$ cat src/rtl/ifid_skid_stage_if.sv
// IF->ID handshake bundle: fetch-side inputs, decode-side outputs and flush.
// The stage uses the slave modport; the environment drives the master side.
interface ifid_skid_stage_if #(
   parameter int DATA_WIDTH = 32
) ();
   logic                  in_valid;
   logic                  in_ready;
   logic [DATA_WIDTH-1:0] instr;
   logic [DATA_WIDTH-1:0] PCF;
   logic [DATA_WIDTH-1:0] PCPlus4F;
   logic                  FlushD;
   logic                  out_valid;
   logic                  out_ready;
   logic [DATA_WIDTH-1:0] instrD;
   logic [DATA_WIDTH-1:0] PCD;
   logic [DATA_WIDTH-1:0] PCPlus4D;

   modport master (
      output in_valid, instr, PCF, PCPlus4F,
      output FlushD, out_ready,
      input  in_ready, out_valid,
      input  instrD, PCD, PCPlus4D
   );

   modport slave (
      input  in_valid, instr, PCF, PCPlus4F,
      input  FlushD, out_ready,
      output in_ready, out_valid,
      output instrD, PCD, PCPlus4D
   );
endinterface

$ cat src/rtl/ifid_skid_stage.sv
// IF->ID valid/ready stage with a 2-entry skid buffer and registered in_ready.
// Optional perf counters (stall_cnt, flush_cnt) under IFID_PERF_CNT_EN.
module ifid_skid_stage #(
   parameter int                    DATA_WIDTH = 32,
   parameter logic [DATA_WIDTH-1:0] NOP_INSTR  = DATA_WIDTH'(32'h00000013)
`ifdef IFID_PERF_CNT_EN
 , parameter int                    CNT_WIDTH  = 16
`endif
) (
   input  logic                 clk,
   input  logic                 rst_n,
   ifid_skid_stage_if.slave     bus
`ifdef IFID_PERF_CNT_EN
 , output logic [CNT_WIDTH-1:0] stall_cnt,
   output logic [CNT_WIDTH-1:0] flush_cnt
`endif
);

   typedef struct packed {
      logic [DATA_WIDTH-1:0] instr;
      logic [DATA_WIDTH-1:0] pc;
      logic [DATA_WIDTH-1:0] pc4;
   } entry_t;

   localparam logic [1:0] S_EMPTY = 2'd0;
   localparam logic [1:0] S_ONE   = 2'd1;
   localparam logic [1:0] S_FULL  = 2'd2;

   localparam entry_t BUBBLE = '{
      instr: NOP_INSTR,
      pc:    '0,
      pc4:   '0
   };

   logic [1:0] state_q, state_d;
   entry_t     main_q, main_d;
   entry_t     skid_q, skid_d;
   entry_t     in_ent;
   logic       in_ready_q;
   logic       out_valid_q;
   logic       in_fire;
   logic       out_fire;

   assign in_ent   = '{
      instr: bus.instr,
      pc:    bus.PCF,
      pc4:   bus.PCPlus4F
   };
   assign in_fire  = bus.in_valid & in_ready_q;
   assign out_fire = out_valid_q & bus.out_ready;

   // main is reloaded with BUBBLE whenever it empties, so outputs stay flop-driven
   always_comb begin
      state_d = state_q;
      main_d  = main_q;
      skid_d  = skid_q;
      if (bus.FlushD) begin
         state_d = S_EMPTY;
         main_d  = BUBBLE;
      end else begin
         unique case (state_q)
            S_EMPTY: begin
               if (in_fire) begin
                  state_d = S_ONE;
                  main_d  = in_ent;
               end
            end
            S_ONE: begin
               if (in_fire && out_fire) begin
                  main_d = in_ent;
               end else if (in_fire) begin
                  state_d = S_FULL;
                  skid_d  = in_ent;
               end else if (out_fire) begin
                  state_d = S_EMPTY;
                  main_d  = BUBBLE;
               end
            end
            S_FULL: begin
               if (out_fire) begin
                  state_d = S_ONE;
                  main_d  = skid_q;
               end
            end
            default: begin
               state_d = S_EMPTY;
               main_d  = BUBBLE;
            end
         endcase
      end
   end

   always_ff @(posedge clk or negedge rst_n) begin
      if (!rst_n) begin
         state_q     <= S_EMPTY;
         main_q      <= BUBBLE;
         skid_q      <= BUBBLE;
         in_ready_q  <= 1'b1;
         out_valid_q <= 1'b0;
      end else begin
         state_q     <= state_d;
         main_q      <= main_d;
         skid_q      <= skid_d;
         in_ready_q  <= (state_d != S_FULL);
         out_valid_q <= (state_d != S_EMPTY);
      end
   end

   assign bus.in_ready  = in_ready_q;
   assign bus.out_valid = out_valid_q;
   assign bus.instrD    = main_q.instr;
   assign bus.PCD       = main_q.pc;
   assign bus.PCPlus4D  = main_q.pc4;

`ifdef IFID_PERF_CNT_EN
   logic [CNT_WIDTH-1:0] stall_q;
   logic [CNT_WIDTH-1:0] flush_q;

   always_ff @(posedge clk or negedge rst_n) begin
      if (!rst_n) begin
         stall_q <= '0;
         flush_q <= '0;
      end else begin
         if (out_valid_q && !bus.out_ready && !(&stall_q))
            stall_q <= stall_q + CNT_WIDTH'(1);
         if (bus.FlushD && !(&flush_q))
            flush_q <= flush_q + CNT_WIDTH'(1);
      end
   end

   assign stall_cnt = stall_q;
   assign flush_cnt = flush_q;
`endif

endmodule
$ cat src/flat_wrapper.sv
// flat-port wrapper written by rule: the top's interface ports become plain ports
module ifid_skid_stage_flat 
#(
   parameter int                    DATA_WIDTH = 32,
   parameter logic [DATA_WIDTH-1:0] NOP_INSTR  = DATA_WIDTH'(32'h00000013)

)
  (clk, rst_n, bus_in_valid, bus_instr, bus_PCF, bus_PCPlus4F, bus_FlushD, bus_out_ready, bus_in_ready, bus_out_valid, bus_instrD, bus_PCD, bus_PCPlus4D);
  ifid_skid_stage_if #(.DATA_WIDTH(DATA_WIDTH)) bus_i ();
  input  logic clk;
  input  logic rst_n;
  input wire logic [$bits(bus_i.in_valid)-1:0] bus_in_valid;
  input wire logic [$bits(bus_i.instr)-1:0] bus_instr;
  input wire logic [$bits(bus_i.PCF)-1:0] bus_PCF;
  input wire logic [$bits(bus_i.PCPlus4F)-1:0] bus_PCPlus4F;
  input wire logic [$bits(bus_i.FlushD)-1:0] bus_FlushD;
  input wire logic [$bits(bus_i.out_ready)-1:0] bus_out_ready;
  output wire logic [$bits(bus_i.in_ready)-1:0] bus_in_ready;
  output wire logic [$bits(bus_i.out_valid)-1:0] bus_out_valid;
  output wire logic [$bits(bus_i.instrD)-1:0] bus_instrD;
  output wire logic [$bits(bus_i.PCD)-1:0] bus_PCD;
  output wire logic [$bits(bus_i.PCPlus4D)-1:0] bus_PCPlus4D;
  assign bus_i.in_valid = bus_in_valid;
  assign bus_i.instr = bus_instr;
  assign bus_i.PCF = bus_PCF;
  assign bus_i.PCPlus4F = bus_PCPlus4F;
  assign bus_i.FlushD = bus_FlushD;
  assign bus_i.out_ready = bus_out_ready;
  assign bus_in_ready = bus_i.in_ready;
  assign bus_out_valid = bus_i.out_valid;
  assign bus_instrD = bus_i.instrD;
  assign bus_PCD = bus_i.PCD;
  assign bus_PCPlus4D = bus_i.PCPlus4D;
  ifid_skid_stage #(.DATA_WIDTH(DATA_WIDTH), .NOP_INSTR(NOP_INSTR)) u_core (.clk(clk), .rst_n(rst_n), .bus(bus_i));
endmodule
$ cat config.mk
export PLATFORM = sky130hd
export DESIGN_NAME = ifid_skid_stage_flat
export DESIGN_NICKNAME = d
export VERILOG_FILES = /design/src/rtl/ifid_skid_stage_if.sv /design/src/rtl/ifid_skid_stage.sv /design/src/flat_wrapper.sv
export SDC_FILE = /design/constraint.sdc
export NUM_CORES = 1
export LEC_CHECK = 0
export CAP_MARGIN = 20
export CORE_MARGIN = 8
export CORE_UTILIZATION = 45
export CTS_CLUSTER_SIZE = 25
export DETAILED_ROUTE_END_ITERATION = 10
export GPL_TIMING_DRIVEN = 0
export PLACE_DENSITY = 0.73
export SYNTH_ARGS = -nofsm -noshare
export SYNTH_HDL_FRONTEND = slang
export SYNTH_SLANG_ARGS = --single-unit
$ cat constraint.sdc
create_clock -name clk -period 2.3 [get_ports clk]
set_input_delay 0.69 -clock clk [delete_from_list [all_inputs] [get_ports clk]]
set_output_delay 0.69 -clock clk [all_outputs]
set_load 0.02 [all_outputs]
==> flow_metrics.py <==
metrics = {
    "clock_tree": {
        "cts_sinks": 196,
        "htree_levels": 4,
        "ctsLongestPathBuffers": 2,
        "clockRootBuffer": "clkbuf_16",
        "hold_buffers": 0,
        "clk_pin_slew_ns": 0.07,
        "numCtsBuffers": 17,
        "cts_tree": "done",
        "insertion_delay_ns": 0.43,
    },
    "logic_synthesis": {
        "yosysMostFrequentCell": "dfrtp_1",
        "synth_edf_count": 0,
        "synthDistinctLibCells": 37,
        "synth.area.top_cells": "dfrtp_1, o2bb2ai_2, a22oi_1",
        "yosys.area.top_type_share_pct": 55.60,
        "synth_seq_cells": 196,
        "yosysSeqAreaShare_pct": 57.77,
        "synthTopCellsByCount": "dfrtp_1, a22oi_1, o2bb2ai_2",
        "synth_area_leader_cell": "dfrtp_1",
        "ys_warn_count": 0,
        "synthCells": 573,
        "syn_area_sq_um": 8506,
        "ys.flop_type": "dfrtp_1",
        "syn_nets": 674,
        "syn_avg_cell_area_sq_um": 14.84,
        "ys_async_sr_fraction_pct": 100.0,
    },
    "hold_path": {
        "hold_path_class": "in -> async",
    },
    "global_route": {
        "grt_pass1_vias": 6524,
        "grt-ovfl-total": 0,
        "grt_pass1_wl_mm": 35.83,
        "grt_max_degree": 113,
        "antenna_found_initial": 1,
        "track_usage_pct": 18.82,
    },
    "critical_path": {
        "critPathKind": "in -> reg",
        "crit_family": "buffers and inverters",
        "max_stage_delay_ns": 0.50,
        "critPathRequiredTime_ns": 2.60,
        "crit_path_max_fanout": 10,
        "r2r_slack_ns": 0.31,
        "crit_path_start_kind": "input pin",
        "reg2reg_depth": 5,
        "end_kind": "register",
        "crit_buf_inv": 3,
        "cp_slowest_cell": "clkdlybuf4s50_1",
        "path_cells": "clkdlybuf4s50_1 > nand2_1 > nor4_4 > buf_6 > buf_4 > mux2_1",
        "cp.arrival_ns": 2.52,
        "r2r-start": "u_core.bus.in_ready",
        "worst_r2r_endpoint": "u_core.skid_q[30]",
    },
    "timing": {
        "fin_crit_ns": 2.215,
        "slew_headroom_pct": 43.60,
        "final_max_slew_viol_count": 0,
        "layout_worst_path_cycle_share_pct": 96.29,
        "fin_worst_skew_ns": 0.006822,
        "max_slew.worst_pin.slew_ns": 0.8461,
        "setup_tns_ns": 0,
        "holdWs_ns": 0.2996,
        "worst_slack_ns": 0.08543,
        "setup_violations": 0,
        "grt_setup_unrepaired": "false",
        "fmax_mhz": 451.6,
        "hold_violations": 0,
    },
    "floorplan": {
        "initial_utilization_pct": 45.62,
        "fp.dieH_um": 153.5,
        "chipWidth_um": 153.5,
        "core_area_sq_um": 18640,
        "rows": 50,
        "pin_count": 199,
        "die_area_sq_um": 23560,
    },
    "detailed_routing": {
        "vias_per_cell": 5.654,
        "drt_wl_total_mm": 22.17,
        "routedWlPerCell_um": 21.36,
        "vias": 5869,
        "antenna_left": 0,
        "dr.pass1.iters": 4,
        "remaining_drc_errors": 0,
        "drt_iter0_drc": 306,
    },
    "power": {
        "finalPower_w": 0.01031,
        "peakVddDrop_uv": 544.3,
        "power-per-cell-area_nw_per_um2": 899.5,
        "power_leakage_nw": 4.826,
    },
    "cells_and_area": {
        "antenna-diode-count": 0,
        "fin_util_pct": 61.49,
        "drive_gt1_share_pct": 25.00,
        "final_nets": 893,
        "multiInputGateArea_sq_um": 3234,
        "ff_latch_area_sq_um": 4913,
        "n_fill_cell": 1410,
        "area_growth_pct": 34.77,
    },
    "status": {
        "status": "completed",
    },
    "placed_design": {
        "pre_cts_slack_ns": -0.7035,
        "port_buffers": 197,
        "dpl.hpwl_mm": 15.50,
        "gp_routability_congestion": 0.7839,
    },
    "run": {
        "cap_violations": 0,
    },
}
[how the worst max path moves through the flow]
stage / from / end / slack (ns) / cells past startpoint
after floorplan: bus_FlushD / u_core.skid_q[30] / 0.28 / 5
after global placement: rst_n / u_core.bus.PCD[15] / -7.22 / 1
after detailed placement: bus_in_valid / u_core.skid_q[40] / -0.70 / 6
after CTS: bus_in_valid / u_core.skid_q[40] / 0.003 / 6
after global routing: bus_in_valid / u_core.skid_q[30] / 0.02 / 6
final: bus_in_valid / u_core.skid_q[30] / 0.09 / 6
[report_power, final]
part	internal, W	switching [W]	leakage, nW
Sequential	0.00435	0.000496	2.51
Clock	0.00181	0.00131	0.297
Combinational	0.00123	0.00112	2.02
[repair_timing]
item                       in CTS  in global routing
resized for setup              13                  7
setup buffers                   2                  0
setup endpoints to repair     164                153
pin swaps                       1                  1
[worst register-to-register path: cells and delay by family, from the launching register on]
| kind | cells | cell delay, ns |
|---|---|---|
| buf+inv | 2 | 0.44 |
| flops | 1 | 0.55 |
| mux | 1 | 0.36 |
| simple gates | 2 | 0.51 |
[logic make-up after synthesis]
| kind of cell | after synthesis | synth area share [%] |
|---|---|---|
| AOI/OAI and AO/OA | 204 | 23.73 |
| muxes | 96 | 12.71 |
| buffers and inverters | 57 | 4.251 |
| DFF | 196 | 57.77 |
| and+or+nand+nor | 20 | 1.545 |
[layout make-up]
class | count | area share [%]
clock inverters | 10 | 1.266
clock buffers | 21 | 4.104
inverters | 3 | 0.09823
multi-input cells | 320 | 28.21
flip-flops and latches | 196 | 42.86
plain buffers | 54 | 3.329
repair buffers | 200 | 17.57
well taps | 234 | 2.554
[metal layers]
| metal | track usage (%) | part of all wire (%) | up-vias |
|---|---|---|---|
| met1 | 24.49 | 46 | 3003 |
| met2 | 30.06 | 46 | 197 |
| li1 | - | - | 2642 |
| met4 | 5.226 | 1.3 | 2 |
| met3 | 5.498 | 6.8 | 25 |
| met5 | 0 | 0.041 | - |
[registers in the layout, indices dropped and copies added (netlist names)]
name	flops
u_core.bus.out_valid	1
u_core.bus.PCD	32
u_core.skid_q	96
u_core.state_q	2
u_core.bus.instrD	32
u_core.bus.PCPlus4D	32
u_core.bus.in_ready	1
[placed cells by master (no fill, tap or decap), types with 5 or more instances in the layout]
cell             count
buf_4               13
mux2_2              56
o2bb2ai_1           33
o2bb2ai_2           60
nand2_1              8
a22oi_1             93
clkbuf_16           17
clkbuf_1            17
dfstp_2              7
buf_8                7
mux2_1              40
buf_6                5
clkdlybuf4s50_1    192
buf_2                7
dfrtp_1            189
clkbuf_4             5
[through the flow]
step / area, sq um / std cells
after global routing: 11460 / 1038
after global placement: 10770 / 1004
after floorplan: 8506 / 573
after CTS: 11440 / 1038
after detailed placement: 10800 / 1005
final: 11460 / 1038
(Power assumes the default switching activity.)
